File: config.mk
export PLATFORM = sky130hd
export DESIGN_NAME = instruction_fetch_decode
export DESIGN_NICKNAME = d
export VERILOG_FILES = /design/src/rtl/instruction_fetch_decode.sv
export SDC_FILE = /design/constraint.sdc
export NUM_CORES = 1
export LEC_CHECK = 0
export ABC_AREA = 1
export CORE_MARGIN = 2
export CORE_UTILIZATION = 49
export DETAILED_ROUTE_END_ITERATION = 8
export DONT_BUFFER_PORTS = 1
export GPL_ROUTABILITY_DRIVEN = 0
export PLACE_DENSITY = 0.75
export SLEW_MARGIN = 20
export SYNTH_ARGS = -nofsm -noshare
export SYNTH_HDL_FRONTEND = slang
export SYNTH_SLANG_ARGS = --single-unit
File: constraint.sdc
create_clock -name Clock -period 4 [get_ports Clock]
set_clock_uncertainty 0.15 [all_clocks]
set_input_delay 0.4 -clock Clock [delete_from_list [all_inputs] [get_ports Clock]]
set_output_delay 0.4 -clock Clock [all_outputs]
set_load 0.02 [all_outputs]
File: src/rtl/instruction_fetch_decode.sv
// Fetch/decode front end: drives the instruction ROM address, registers the returned word into
// decode fields, and supports stall and branch redirect. Optional FETCH_PERF_COUNT_EN adds oFetchCount.
module instruction_fetch_decode #(
    parameter logic [15:0] RESET_PC = 16'd0
) (
    input  logic        Clock,
    input  logic        Reset,
    output logic [15:0] oAddress,
    input  logic [27:0] iInstruction,
    input  logic        iStall,
    input  logic        iBranchTaken,
    input  logic [15:0] iBranchTarget,
    output logic        oValid,
    output logic [3:0]  oOperation,
    output logic [7:0]  oDestination,
    output logic [7:0]  oSourceAddr1,
    output logic [7:0]  oSourceAddr0,
    output logic [15:0] oImmediate,
    output logic [15:0] oPC,
`ifdef FETCH_PERF_COUNT_EN
    output logic [15:0] oFetchCount,
`endif
    output logic        oDebugState
);

    typedef enum logic {
        ST_BOOT = 1'b0,
        ST_RUN  = 1'b1
    } state_t;

    state_t      state_q, state_d;
    logic [15:0] pc_q, pc_d;
    logic        valid_q, valid_d;
    logic [3:0]  op_q, op_d;
    logic [7:0]  dst_q, dst_d;
    logic [7:0]  src1_q, src1_d;
    logic [7:0]  src0_q, src0_d;
    logic [15:0] opc_q, opc_d;
    logic        fetch_fire;

    // Handshake: a fetch is accepted in ST_RUN whenever iStall is low and no branch is
    // redirecting; a branch in ST_RUN always wins and inserts exactly one bubble.
    always_comb begin
        state_d    = state_q;
        pc_d       = pc_q;
        valid_d    = valid_q;
        op_d       = op_q;
        dst_d      = dst_q;
        src1_d     = src1_q;
        src0_d     = src0_q;
        opc_d      = opc_q;
        fetch_fire = 1'b0;
        case (state_q)
            ST_BOOT: begin
                state_d = ST_RUN;
            end
            ST_RUN: begin
                if (iBranchTaken) begin
                    pc_d    = iBranchTarget;
                    valid_d = 1'b0;
                end else if (!iStall) begin
                    fetch_fire = 1'b1;
                    op_d       = iInstruction[27:24];
                    dst_d      = iInstruction[23:16];
                    src1_d     = iInstruction[15:8];
                    src0_d     = iInstruction[7:0];
                    opc_d      = pc_q;
                    valid_d    = 1'b1;
                    pc_d       = pc_q + 16'd1;
                end
            end
            default: begin
                state_d = ST_BOOT;
            end
        endcase
    end

    always_ff @(posedge Clock) begin
        if (Reset) begin
            state_q <= ST_BOOT;
            pc_q    <= RESET_PC;
            valid_q <= 1'b0;
            op_q    <= '0;
            dst_q   <= '0;
            src1_q  <= '0;
            src0_q  <= '0;
            opc_q   <= '0;
        end else begin
            state_q <= state_d;
            pc_q    <= pc_d;
            valid_q <= valid_d;
            op_q    <= op_d;
            dst_q   <= dst_d;
            src1_q  <= src1_d;
            src0_q  <= src0_d;
            opc_q   <= opc_d;
        end
    end

`ifdef FETCH_PERF_COUNT_EN
    logic [15:0] count_q, count_d;

    always_comb begin
        count_d = count_q;
        if (fetch_fire) begin
            count_d = count_q + 16'd1;
        end
    end

    always_ff @(posedge Clock) begin
        if (Reset) begin
            count_q <= '0;
        end else begin
            count_q <= count_d;
        end
    end

    assign oFetchCount = count_q;
`else
    logic unused_fetch_fire;
    assign unused_fetch_fire = fetch_fire;
`endif

    assign oAddress     = pc_q;
    assign oValid       = valid_q;
    assign oOperation   = op_q;
    assign oDestination = dst_q;
    assign oSourceAddr1 = src1_q;
    assign oSourceAddr0 = src0_q;
    assign oImmediate   = {src1_q, src0_q};
    assign oPC          = opc_q;
    assign oDebugState  = state_q;

endmodule

* Word-level counts from Yosys, hierarchy flattened *
Index checks and enable logic that the tools add are counted.
Widths: inputs -> output; s select.

storage, ports and cells
  register bits = 62
  input port bits = 48
  output and inout bits = 78
  logic and storage cells = 19

operators by class
  add/subtract/negate cells = 1
  equal/unequal tests = 1
  muxes and demuxes = 5
  bitwise gates (word level) = 2
  reductions and logical operators = 2

operators with widths
  cell                   number
  $mux 16                2
  $add 16x1->16 const B  1
  $mux 1                 3
  $reduce_and 3->1       1
  $ne 2x1->1 const B     1
  $not 1->1              2
  $reduce_and 2->1       1

* Logic depth before layout (Yosys ltp) *
Gate-level depths: netlist (run 1).

  word-level depth = 3
  gate-level depth with buffers = 9
  depth with buffers taken out = 9

* Least setup slack after synthesis (run 1) *
No wires, ideal clock.

  path kind = register -> register
  start = register pc_q[1] (netlist: oAddress[1])
  end = register pc_q[12] (netlist: oAddress[12])
  setup time = 0.132 ns
  arrival time = 1.315 ns
  required time = 3.718 ns
  slack = 2.402 ns
  stages on the path, launching flop included = 9
  buffers on the path = 0
  clock period less this slack = 1.598 ns
  path through = dfxtp_1 ha_1 nand3_1 inv_1 nand2_1 o21ai_0 nand3_1 nand2_1 a21oi_1

on the way
  cells in the longest elaborated chain, start to end = 3

RTL lines
  item                      line  source
  start: declaration        32    logic [15:0] pc_q, pc_d;
  start signal: assignment  90    pc_q <= pc_d;
  $add 16x1->16             69    pc_d = pc_q + 16'd1;
  $mux 16                   61    end else if (!iStall) begin
  $mux 16                   58    if (iBranchTaken) begin

Every way passes these cells. The select of a mux whose other input is x is not followed.
A chain may end at the register's enable or synchronous reset.

* Worst setup path in the final report (run 1) *
  start = register state_q (netlist: oDebugState)
  end = register src0_q[3] (netlist: oSourceAddr0[3])

on the way
  cells in the longest elaborated chain, start to end = 1

RTL lines
  item                        line  source
  start: declaration          31    state_t state_q, state_d;
  start signal: assignment    89    state_q <= state_d;
  $reduce_and 3->1 (no line)  n/a
  end signal: assignment      95    src0_q <= src0_d;
  end: declaration            37    logic [7:0] src0_q, src0_d;

Every way passes these cells.

==> impl_summary.md, run 1 <==
STA
In the finished design, the share of the clock period the worst path needs comes to 0.614. After layout, the minimum clock period comes to around 2.5 ns. Setup violations remaining at the end of the flow were counted as 0. The final number of max-transition violations came to 0.

Static timing analysis puts the maximum clock frequency at 407 MHz. For the pin with the worst max-slew slack, the measured transition is between 0.8 and 0.9 ns. The headroom to the max-slew limit is 0.406.

The total negative slack is 0 ns. The hold violation count in the final report is 0. Setup repair after global routing left no endpoint under its margin.

Final layout
Of the cells placed in the final design, the portion with a size suffix greater than 1 is 0.0728. The number of antenna diodes in the final layout is 0. Once layout is complete, the cells apart from fillers number 443. The final layout net count is between 400 and 500. Relative to the synthesized area, the layout overhead comes to 3.03%.

Synthesis
The main combinational cell family by area after synthesis is simple AND/OR/NAND/NOR gates. The simple-gate share of the synthesized area is 0.257. For this run, the register share of the synthesized area comes to 0.448. The count of synthesis-stage warnings from yosys is 0. The fraction of the mapped netlist area in compound gates is 0.170. In the synthesized netlist, the number of instances is about 390. Of the total synthesized cell area, the portion taken by XOR and XNOR cells is 0. The number of storage elements in the synthesis netlist is 62. The fraction of the mapped netlist area in adder cells is 0.00452. After synthesis, the share of cell area in mux cells is 0. The number of nets in the synthesized netlist is about 440.

The synthesized area per cell is approximately 7.1 um^2. The cell area after technology mapping is roughly 2800 um^2. Counting distinct cell types in the post-synthesis netlist gives 28.

Setup path
In this run the worst path has a maximum fanout of between 50 and 60. The count of cell instances traversed by the critical path is 8. STA puts the critical path data required time at a little over 4 ns. Walking the worst path, the cells encountered are inv_2 -> nor2_4 -> inv_2 -> nor2_4 -> buf_4 -> inv_1 -> nor2_1 -> nor2_1. In this run the register-to-register setup slack is around 1.5 ns. The critical path contains buffers and inverters numbering 4 combined. The critical path capture point type is a register. Tracing the worst setup path back leads to its startpoint at oDebugState. The endpoint arrival time on the critical path is 2.53 ns.

The startpoint identified for the worst register-to-register timing path is oDebugState. The terminus of the critical flop-to-flop path is oSourceAddr0[3]. The critical path in this run is classified as register to register.

On the worst path, the slowest cell contributes a delay of roughly 0.52 ns. For this design, the slowest cell found on the critical path is inv_1. The destination of the critical timing path is oSourceAddr0[3]. The cell count of the worst reg-to-reg path is 8.

The critical path launch point type is a register. The cell family contributing the most delay on the critical path is buffers and inverters.

Floorplanning
The row count is 27. The width of the die is roughly 80 um. The die outline height is 79.2 um. The initial core utilization is 0.506. The die covers ~6300 um^2.

The core region is 5470 um^2. The number of I/O pins is about 130.

Clocking
The clock reaches the later pin of the worst-skew pair after 0.33 ns. The number of buffers inserted during clock tree synthesis is 9. In this run, post-CTS repair resized a total of 0 instances.

The number of sinks handled by clock tree synthesis is 62. Clock-pin slew was measured on the worst setup and hold paths at 0.08 ns. The root cell of the clock tree is clkbuf_8. TritonCTS built the clock tree.

The total number of H-tree levels is 3. The longest clock path from root to sink contains 2 buffers.

Routing
In the final routed layout, each cell accounts on average for between 15 and 20 um. The post-route antenna net violation count is 0. The detailed router finished its first iteration with 144 violations.

After detailed routing, the number of remaining DRC violations is 0. Using the TritonRoute via totals, the vias-per-cell ratio works out to roughly 5.4. The first detailed-routing pass took 4 iterations. For this block, the via count after detailed routing is 2382.

The routed design has approximately 6600 um of wire.

Power and ir drop
The relative contribution of combinational cells to total power is 0.068. The switching power is roughly 400 uW. The part of the power in registers is 0.529.

The internal power of the cells is approximately 1000 uW. The net switching share of the total power is 0.290. The analysis attributes to cell leakage a power of between 0.001 and 0.0015 uW. VDD sags by at most 262 uV. In this run the power density over the cells is 489 nW/um^2.

The share of total power in the clock network is 0.403.

Global route
The number of antenna violations at the first check in global routing came to 0. Entering global routing, the biggest net connects between 50 and 60 pins. The via count of the first global-routing pass was 2229. The first global-routing pass estimated 10400 um of wire. For this run the aggregate overflow at the end of global routing stands at 0.

The combined global-route utilization of all metal layers is 0.212.

Placement
Including well taps, the total number of placed cells is 426. The number of port buffers is 0. Once detailed placement completed, the half-perimeter wirelength came to approximately 4600 um.

Run status
The run finished with clean final reports.

Run
The max-cap violation count is 0.

Min path
The path type of the worst min-delay path is input port to register.
how the worst min path moves through the flow:
stage | to | slack, ns | cells after the start | from
floorplan | oSourceAddr0[7] | 0.38 | 2 | iInstruction[7]
global placement | oAddress[9] | 0.32 | 1 | Reset
detailed placement | oAddress[12] | 0.32 | 1 | Reset
CTS | oSourceAddr1[2] | 0.04 | 2 | iInstruction[10]
global route | oSourceAddr1[0] | 0.04 | 2 | iInstruction[8]
finish | oSourceAddr1[1] | 0.05 | 2 | iInstruction[9]
cell type report:
cell class,instances,area [um^2]
clock buffers,10,138
clock inverters,6,70.1
fillers,526,2620
inverters,26,97.6
multi-input cells,265,1200
flip-flops and latches,62,1240
well taps,72,90.1
repair buffers,2,17.5
stage by stage:
| stage | setup slack [ns] | power, uW | util | hold slack (ns) | instance area, um^2 |
|---|---|---|---|---|---|
| 2_1_floorplan | 2.40 | 836 | - | 0.385 | 2770 |
| 3_3_place_gp | 1.62 | 841 | 0.482 | 0.321 | 2640 |
| 3_5_place_dp | 1.55 | 845 | 0.482 | 0.323 | 2640 |
| 4_1_cts | 1.52 | 1410 | 0.521 | 0.0407 | 2850 |
| 5_1_grt | 1.28 | 1460 | 0.521 | 0.0360 | 2850 |
| 6_report | 1.54 | 1400 | 0.521 | 0.0475 | 2850 |
repair_timing:
item	CTS	global route
endpoints found under the hold margin	15	0
buffers inserted	0	0
hold buffers	1	0
flip-flops by register name, indices dropped and copies added, names as in the netlist:
name / cells
oSourceAddr0: 8
oOperation: 4
oAddress: 16
oDebugState: 1
oDestination: 8
oPC: 16
oSourceAddr1: 8
oValid: 1
cells in the final DEF (no fill, tap or decap), drive strengths merged, types with 2 or more instances in the layout:
master	count
clkbuf	10
nand2	53
a21oi	27
nand3	19
a31oi	2
o21ai	53
nand4	4
nor2	97
inv	27
a211oi	3
clkinvlp	3
dfxtp	62
cells by family (layout without fill, tap and decap cells):
family | Yosys count | in the layout
buffers and inverters | 62 | 44
DFF | 62 | 62
adders and majority gates | 1 | 1
and+or+nand+nor | 175 | 175
AOI/OAI and AO/OA | 89 | 89
Yosys cell counts (all sizes together):
library cell / count / share of area
o211ai: 1 / 0.0027
a21oi: 27 / 0.050
a211oi: 3 / 0.0081
ha: 1 / 0.0045
o31ai: 1 / 0.0027
nand4: 4 / 0.0090
buf: 29 / 0.075
a31oi: 2 / 0.0045
nand3: 19 / 0.034
a311oi: 1 / 0.0032
dfxtp: 62 / 0.45
nand2: 53 / 0.072
inv: 26 / 0.035
o21ai: 53 / 0.096
or2: 1 / 0.0023
nor2: 97 / 0.14
clkbuf: 7 / 0.0099
a22oi: 1 / 0.0027
nor3: 1 / 0.0018
metal layers:
metal  GRT usage  share of wire  vias up
met1       0.248           0.40     1056
met5           0              0        -
met4       0.103          0.017        0
met2       0.338           0.48      114
li1            -              -     1202
met3      0.0818          0.099       10
worst reg2reg max path: stages (launching register included):
cell and delay [ns]:
dfxtp_1 0.51, inv_2 0.08, nor2_4 0.20, inv_2 0.08
nor2_4 0.07, buf_4 0.40, inv_1 0.55, nor2_1 0.24
nor2_1 0.06
power groups by stage:
| stage | Combinational, uW | Clock, uW | Sequential (uW) |
|---|---|---|---|
| finish | 95.1 | 562 | 738 |
| global route | 111 | 607 | 744 |
| CTS | 96.3 | 575 | 738 |
| detailed placement | 92.3 | 0 | 753 |
| global placement | 88.8 | 0 | 752 |
| floorplan | 106 | 0 | 730 |
Note: power is estimated with default switching activity, not from simulation.
==> run 2: changes to the inputs <==
- PLACE_DENSITY: 0.75 -> 0.77
- clock period: 4 -> 2.1 ns (I/O delays scaled with it)
==> run 2 against run 1 <==
  * Non-clock buffer count up 54
  * Total power up 87%
  * Hold slack worse by 0.030 ns
  * Sequential share of layout area decreased by 6.4 points
  * Die area did not move
  * Global-route usage increased by 2.3 points
  * Clock power increased by 65%
  * Largest cell class unchanged
==> impl_summary.md, run 2 (synthesis gave the netlist of run 1 again) <==
Clocking
The clock tree from TritonCTS is done. The number of buffers inserted during clock tree synthesis is 9 (unchanged). The number of sinks handled by clock tree synthesis is 62 (unchanged).

The number of resized instances in the post-cts repair step is 0 (unchanged). The latest clock arrival within the worst-skew pair was 0.34 ns (about the same). The total number of H-tree levels was 3 (unchanged). The clock-pin slew reported for the worst setup and hold paths after clock tree synthesis is 0.07 ns (about the same).

Clock tree synthesis selected as its root buffer the cell clkbuf_8. The largest buffer count on any clock path came to 2 (unchanged).

Setup path
The slack of the worst reg-to-reg path is 0.12 ns (-1.42 ns). The terminus of the critical flop-to-flop path is oAddress[5]. The cell count of the worst reg-to-reg path is 7 (-1).

The critical path class is register to register. The worst path required time is 2.23 ns (-1.84 ns). The endpoint arrival time on the critical path came to 2.11 ns (-0.42 ns). The worst setup path is captured at a register. The maximum fanout along the worst path was 7 (-88%). STA classifies the critical path startpoint as a register. The origin of the critical flop-to-flop path is oAddress[2].

Global route
The combined global-route utilization of all metal layers is 0.235 (+0.0233). The pin count of the biggest net entering global routing is 58 (-1.7%). The global-route wire length before repair is 11400 um (+9.9%). The total overflow reported by the global router is 0 (unchanged). The number of antenna violations at the first check in global routing is 0 (unchanged). The via count of the first global-routing pass is 2415 (+8.3%).

Run status
The run finished with clean final reports.

Routing
The post-route antenna net violation count is 0 (unchanged). The violation count after the first detailed-route iteration is 158 (+9.7%). The first-pass detailed-route iteration total is 5 (+1). The average wire per standard cell came to 14.9 um (-0.84%). The vias after detailed routing is 2658 (+12%).

The total wirelength of the detailed-routed design is 7400 um (+11%). The number of vias per cell after detailed routing is 5.35 (-0.54%). The number of design rule violations left after detail routing was 0 (unchanged).

Floorplanning
The number of I/O pins came to 126 (unchanged). The area of the core is 5470 um^2 (unchanged). The width of the die is 79.2 um (unchanged). The row count was 27 (unchanged). The die outline height came to 79.2 um (unchanged).

The initial core utilization was 0.506 (unchanged). The full die area is 6270 um^2 (unchanged).

Final layout
The share of layout cells above drive strength 1 was 0.0894 (+0.0166). The register cell area after layout is 1240 um^2 (unchanged). The synthesis-to-finish area growth is 20.6%. The final layout net count is 469 (+13%). The count of antenna diodes in the layout came to 0 (unchanged).

The library cells used most frequently in the layout, excluding fill and tap cells, are 94 x nor2_1, 62 x dfxtp_1, 53 x nand2_1. The multi-input combinational cell area is 1200 um^2 (unchanged). The most frequent standard cell in the layout excluding fill and tap cells is nor2_1.

The area of all placed cells without fillers is 3340 um^2 (+17%). The count of fill cells added during filler insertion came to 495 (-5.9%).

Min path
The tightest min-delay check is of the input port to register type. The cell depth of the worst min-delay path is 4 (+2). The end of the worst hold path is oAddress[3]. The startpoint identified for the worst hold timing path is iBranchTarget[3].

Power and ir drop
The power per unit of standard cell area was 782 nW/um^2 (+60%). The total leakage power is 0.00139 uW (+20%). The maximum ir drop on the vdd rail is 426 uV (+63%). The part of the power in registers is 0.530 (about the same). The switching power was 778 uW (+92%). The relative contribution of combinational cells to total power was 0.115 (+0.047).

The net switching share of the total power is 0.298 (+0.00761). The share of total power in the clock network came to 0.355 (-0.048). The internal power of the cells came to 1830 uW (+85%).

Placement
The post-DP HPWL is 4720 um (+3.5%). The standard cell area after detailed placement is 2730 um^2 (+3.6%). The number of port buffers is 0 (unchanged).

STA
The final number of max-transition violations is 0 (unchanged). The total negative slack was 0 ns (unchanged). Setup repair after global routing left no endpoint under its margin. The period utilization is 0.943 (+0.328).

The pin slew with the least headroom to its limit is 0.954 ns (+0.0637 ns). The final critical delay including setup and external delays is 1.98 ns (-0.478 ns). The hold violation count in the final report came to 0 (unchanged). The number of setup violations in the final report is 0 (unchanged). The top achievable clock speed came to 505 MHz (+24%).

The headroom to the max-slew limit is 0.363 (-0.0425).

Run
The max-cap violation count is 0 (unchanged).
[run 2: changes by cell type in the layout (fill, tap and decap cells not counted), sizes merged]
cell and change:
clkinv +1, clkinvlp -1, bufinv -1, buf +13
clkbuf +1, dlygate4sd3 +41
[run 2: power groups by stage]
stage	clock (uW)	sequential (uW)	combinational (uW)
after global routing	1030	1390	333
after CTS	965	1380	293
after floorplan	0	1390	201
after detailed placement	0	1410	221
final	927	1390	300
after global placement	0	1410	214
[run 2: worst max path at each step]
stage	startpoint	to	slack [ns]	depth (start not counted)
after CTS	oDebugState	oAddress[5]	0.03	7
after floorplan	oAddress[1]	oAddress[12]	0.50	8
final	oAddress[2]	oAddress[5]	0.12	7
after global routing	oAddress[2]	oAddress[5]	0.02	7
after detailed placement	oDebugState	oSourceAddr0[4]	0.35	7
after global placement	oAddress[6]	oAddress[9]	0.38	7
[run 2: worst max-delay path, cell delays in order (launching register included)]
cell and delay [ns]:
dfxtp_1 0.46, nand3_1 0.19, nor2_1 0.23, nand3_1 0.11, nand2_1 0.07, nand2_1 0.05, a21oi_1 0.11, dlygate4sd3_1 0.56
[run 2: layout make-up]
type | instances | area share
clock buffers | 11 | 0.0423
clock inverters | 5 | 0.0101
inverters | 26 | 0.0292
multi-input cells | 265 | 0.359
flip-flops and latches | 62 | 0.371
well taps | 72 | 0.0270
repair buffers | 56 | 0.161
[run 2: timing repair]
action | CTS | global route
endpoints found under the setup margin | 0 | 1
hold endpoints to repair | 46 | 0
buffers inserted | 0 | 2
hold buffers | 42 | 0
[run 2: metal layers]
layer,track usage,wire (um),vias up
met5,0,0,-
li1,-,-,1308
met3,0.0898,744,12
met4,0.0914,115,0
met1,0.271,2890,1196
met2,0.392,3650,142
[run 2: through the flow]
stage / hold WS, ns / std cells / total power (uW) / util / setup WS, ns
after floorplan: 0.195 / 389 / 1590 / - / 0.502
after global placement: 0.131 / 437 / 1620 / 0.499 / 0.382
after detailed placement: 0.134 / 437 / 1630 / 0.499 / 0.353
after CTS: 0.0000773 / 495 / 2640 / 0.608 / 0.0302
after global routing: 0.0276 / 497 / 2750 / 0.611 / 0.0173
final: 0.0174 / 497 / 2610 / 0.611 / 0.121
==> run 3: changes to the inputs <==
- ABC_AREA: 1 -> not set
- MAX_ROUTING_LAYER: not set -> met4
==> run 3 against run 2 <==
  * Core utilization rose by 0.98 points
  * Critical path depth decreased by 2
  * Clock power grew 9%
  * Design area grew 0.97%
  * Sequential share of layout area shrank 0.36 points
  * Count of clock-buffer cells in the layout is the same
  * Global-route usage grew 1.6 points
  * Total power decreased by 0.21%
  * Sequential cell count stayed put
  * Die area is 1.1% lower
  * Combinational power shrank 3%
  * Critical endpoint is now oAddress[12]
  * Largest cell class is now multi-input combinational cells
  * Largest power group unchanged
  * Highest routed layer unchanged
==> impl_summary.md, run 3 <==
Run status
The run finished with clean final reports.

Global route
The global-route wire length before repair came to 11800 um (+3.5%). The combined global-route utilization of all metal layers was 0.251 (+0.0160). The total overflow reported by the global router is 0 (unchanged). The via count of the first global-routing pass is 2519 (+4.3%). The pin count of the biggest net entering global routing is 62 (+6.9%). The number of antenna violations at the first check in global routing is 0 (unchanged).

Floorplanning
The width of the die is 78.7 um (-0.56%). The row count is 27 (unchanged). The area of the core was 5440 um^2 (-0.62%). The number of I/O pins is 126 (unchanged). The die outline height is 78.7 um (-0.56%). The initial core utilization is 0.503 (-0.00284).

The full die area is 6200 um^2 (-1.1%).

Routing
The average wire per standard cell is 16.5 um (+11%). The first-pass detailed-route iteration total is 5 (unchanged). The number of vias per cell after detailed routing is 5.65 (+5.7%). The total wirelength of the detailed-routed design is 7590 um (+2.7%). The vias after detailed routing is 2594 (-2.4%).

The post-route antenna net violation count was 0 (unchanged). The number of design rule violations left after detail routing is 0 (unchanged). The violation count after the first detailed-route iteration is 154 (-2.5%).

Synthesis
By count the netlist is led by 101 x nand2_1, 62 x dfxtp_1, 50 x a21oi_1. The biggest area consumer among synthesized cells is dfxtp_1. The number of storage elements in the synthesis netlist came to 62 (unchanged).

The cell area after technology mapping came to 2740 um^2 (-1.2%). The portion of the post-synthesis area used by sequential elements was 0.453 (+0.00532). Sorting the synthesized cells by area gives the leading types as dfxtp_1 45%, nand2_1 14%, a21oi_1 9.1%. For this run, the leading register cell type out of synthesis is dfxtp_1. The count of synthesis-stage warnings from yosys came to 0 (unchanged). The synthesized area per cell is 7.76 um^2 (+8.9%). The post-synth net total came to 402 (-8.2%). The number of distinct library cells after synthesis is 48 (+71%). The synthesized netlist cell count is 353 (-9.3%). The most common cell in the synthesized netlist is nand2_1.

The fraction of synthesis flops using an asynchronous set or reset pin was 0 (unchanged). The number of flops mapped to enable cells by yosys was 0 (unchanged). The proportion of netlist area held by the largest area contributor is 0.453 (+0.00532).

Clocking
The number of buffers inserted during clock tree synthesis came to 9 (unchanged). The latest clock arrival within the worst-skew pair is 0.32 ns (-0.02 ns). The root cell of the clock tree is clkbuf_8. The largest buffer count on any clock path is 2 (unchanged). The total number of H-tree levels is 3 (unchanged). The clock tree from TritonCTS is done.

The number of resized instances in the post-cts repair step is 0 (unchanged). The clock-pin slew reported for the worst setup and hold paths after clock tree synthesis is 0.07 ns (about the same). The post-CTS repair timing setup buffer count is 0 (unchanged).

The number of sinks handled by clock tree synthesis was 62 (unchanged).

Power and ir drop
The share of total power in the clock network is 0.387 (+0.032). The post-route total power is 2610 uW (-0.21%). The total leakage power is 0.00119 uW (-14%). The relative contribution of combinational cells to total power is 0.111 (-0.004). The maximum ir drop on the vdd rail is 438 uV (+2.8%). The switching power is 686 uW (-12%).

The part of the power in registers is 0.502 (-0.028). The internal power of the cells is 1920 uW (+4.7%). The net switching share of the total power came to 0.263 (-0.0346). The power per unit of standard cell area is 772 nW/um^2 (-1.2%).

Placement
The pre-CTS setup slack is 0.277 ns (-0.0762 ns). The number of port buffers was 0 (unchanged). The post-DP HPWL is 4460 um (-5.6%).

The standard cell area after detailed placement came to 2740 um^2 (+0.23%).

STA
Setup repair after global routing left no endpoint under its margin. The final-layout worst hold slack was 0.0350 ns (+0.0177 ns). The total negative slack is 0 ns (unchanged). The hold violation count in the final report was 0 (unchanged). The final worst setup slack is 0.210 ns (+0.0893 ns). The final critical delay including setup and external delays is 1.89 ns (-0.0893 ns). The period utilization is 0.900 (-0.0425). The headroom to the max-slew limit is 0.430 (+0.0667).

The number of setup violations in the final report is 0 (unchanged). The final number of max-transition violations is 0 (unchanged). The pin slew with the least headroom to its limit is 0.853 ns (-0.102 ns). The top achievable clock speed is 529 MHz (+4.7%).

Final layout
The most frequent standard cell in the layout excluding fill and tap cells is nand2_1. The final layout net count came to 432 (-7.9%). The synthesis-to-finish area growth is 23.3%.

The count of antenna diodes in the layout is 0 (unchanged). The count of fill cells added during filler insertion is 473 (-4.4%). The share of layout cells above drive strength 1 is 0.103 (+0.0139). The area of all placed cells without fillers came to 3370 um^2 (+0.97%). Leaving out fill and tap cells, the most frequent cells in the layout are 101 x nand2_1, 62 x dfxtp_1, 50 x a21oi_1.

Setup path
The critical path launch point type is a register. The endpoint arrival time on the critical path is 1.93 ns (-0.18 ns). The critical path's largest stage delay was 0.58 ns (+0.02 ns). The largest individual stage delay along the critical path comes from the cell or4_1. Traced cell by cell, the critical path runs through ha_1 -> nand4_1 -> or4_1 -> nand3_1 -> o221ai_1.

The worst path required time is 2.14 ns (-0.09 ns). The critical path buffer and inverter count is 0 (-1). The critical path class is register to register. The cell family contributing the most delay on the critical path is simple AND/OR/NAND/NOR gates. The worst setup path is captured at a register. The maximum fanout along the worst path came to 5 (-2).

Min path
The path type of the worst min-delay path is input port to register.

Run
The max-cap violation count was 0 (unchanged).
## run 3: cell type report
| cell class | count | area, um^2 | share of cell area |
|---|---|---|---|
| flip-flops and latches | 62 | 1240 | 0.368 |
| clock buffers | 11 | 141 | 0.0419 |
| multi-input cells | 241 | 1240 | 0.369 |
| inverters | 9 | 33.8 | 0.0100 |
| repair buffers | 60 | 576 | 0.171 |
| clock inverters | 4 | 47.5 | 0.0141 |
| well taps | 72 | 90.1 | 0.0267 |
## run 3: worst min-delay path, stage by stage
cell and delay [ns]:
or3_1 0.09, o31a_1 0.11, o31ai_1 0.06
## run 3: repair_timing
action,4_1_cts,5_1_grt
hold buffers,43,0
endpoints found under the setup margin,0,0
hold endpoints to repair,62,0
## run 3: through the flow
stage	instances	util
final	459	0.620
after CTS	459	0.620
after global routing	459	0.620
after floorplan	353	-
after detailed placement	401	0.503
after global placement	401	0.503
## run 3: power groups by stage
stage	Clock (uW)	Sequential, uW	Combinational (uW)
after floorplan	0	1330	164
after global placement	0	1330	184
after detailed placement	0	1330	190
after CTS	1040	1310	281
after global routing	1100	1310	315
final	1010	1310	290
## run 3: cells by family (layout without fill, tap and decap cells)
logic type	after synthesis	count (layout)	share of synthesized area
multiplexers	3	3	0.0110
buffers and inverters	50	84	0.0937
flip-flops	62	62	0.453
adder cells (fa/ha/maj)	1	1	0.00457
AO/OA/AOI/OAI	89	89	0.193
AND/OR/NAND/NOR	148	148	0.244
## run 3: path summary, 6_finish.rpt
check                            startpoint      endpoint  cells past startpoint  slack [ns]
worst max register to register  oAddress[0]  oAddress[12]                      5        0.21
worst max-delay path            oAddress[0]  oAddress[12]                      5        0.21
worst min register to register  oAddress[8]        oPC[8]                      2        0.39
worst min-delay path                 iStall   oAddress[9]                      3        0.04
## run 3: routing by layer
metal / GRT usage / wire (um) / part of all wire / up-vias
li1: - / - / - / 1247
met1: 0.283 / 3010 / 0.40 / 1208
met2: 0.411 / 3760 / 0.49 / 126
met3: 0.0693 / 677 / 0.089 / 13
met4: 0.125 / 146 / 0.019 / 0
met5: - / 0 / 0 / -
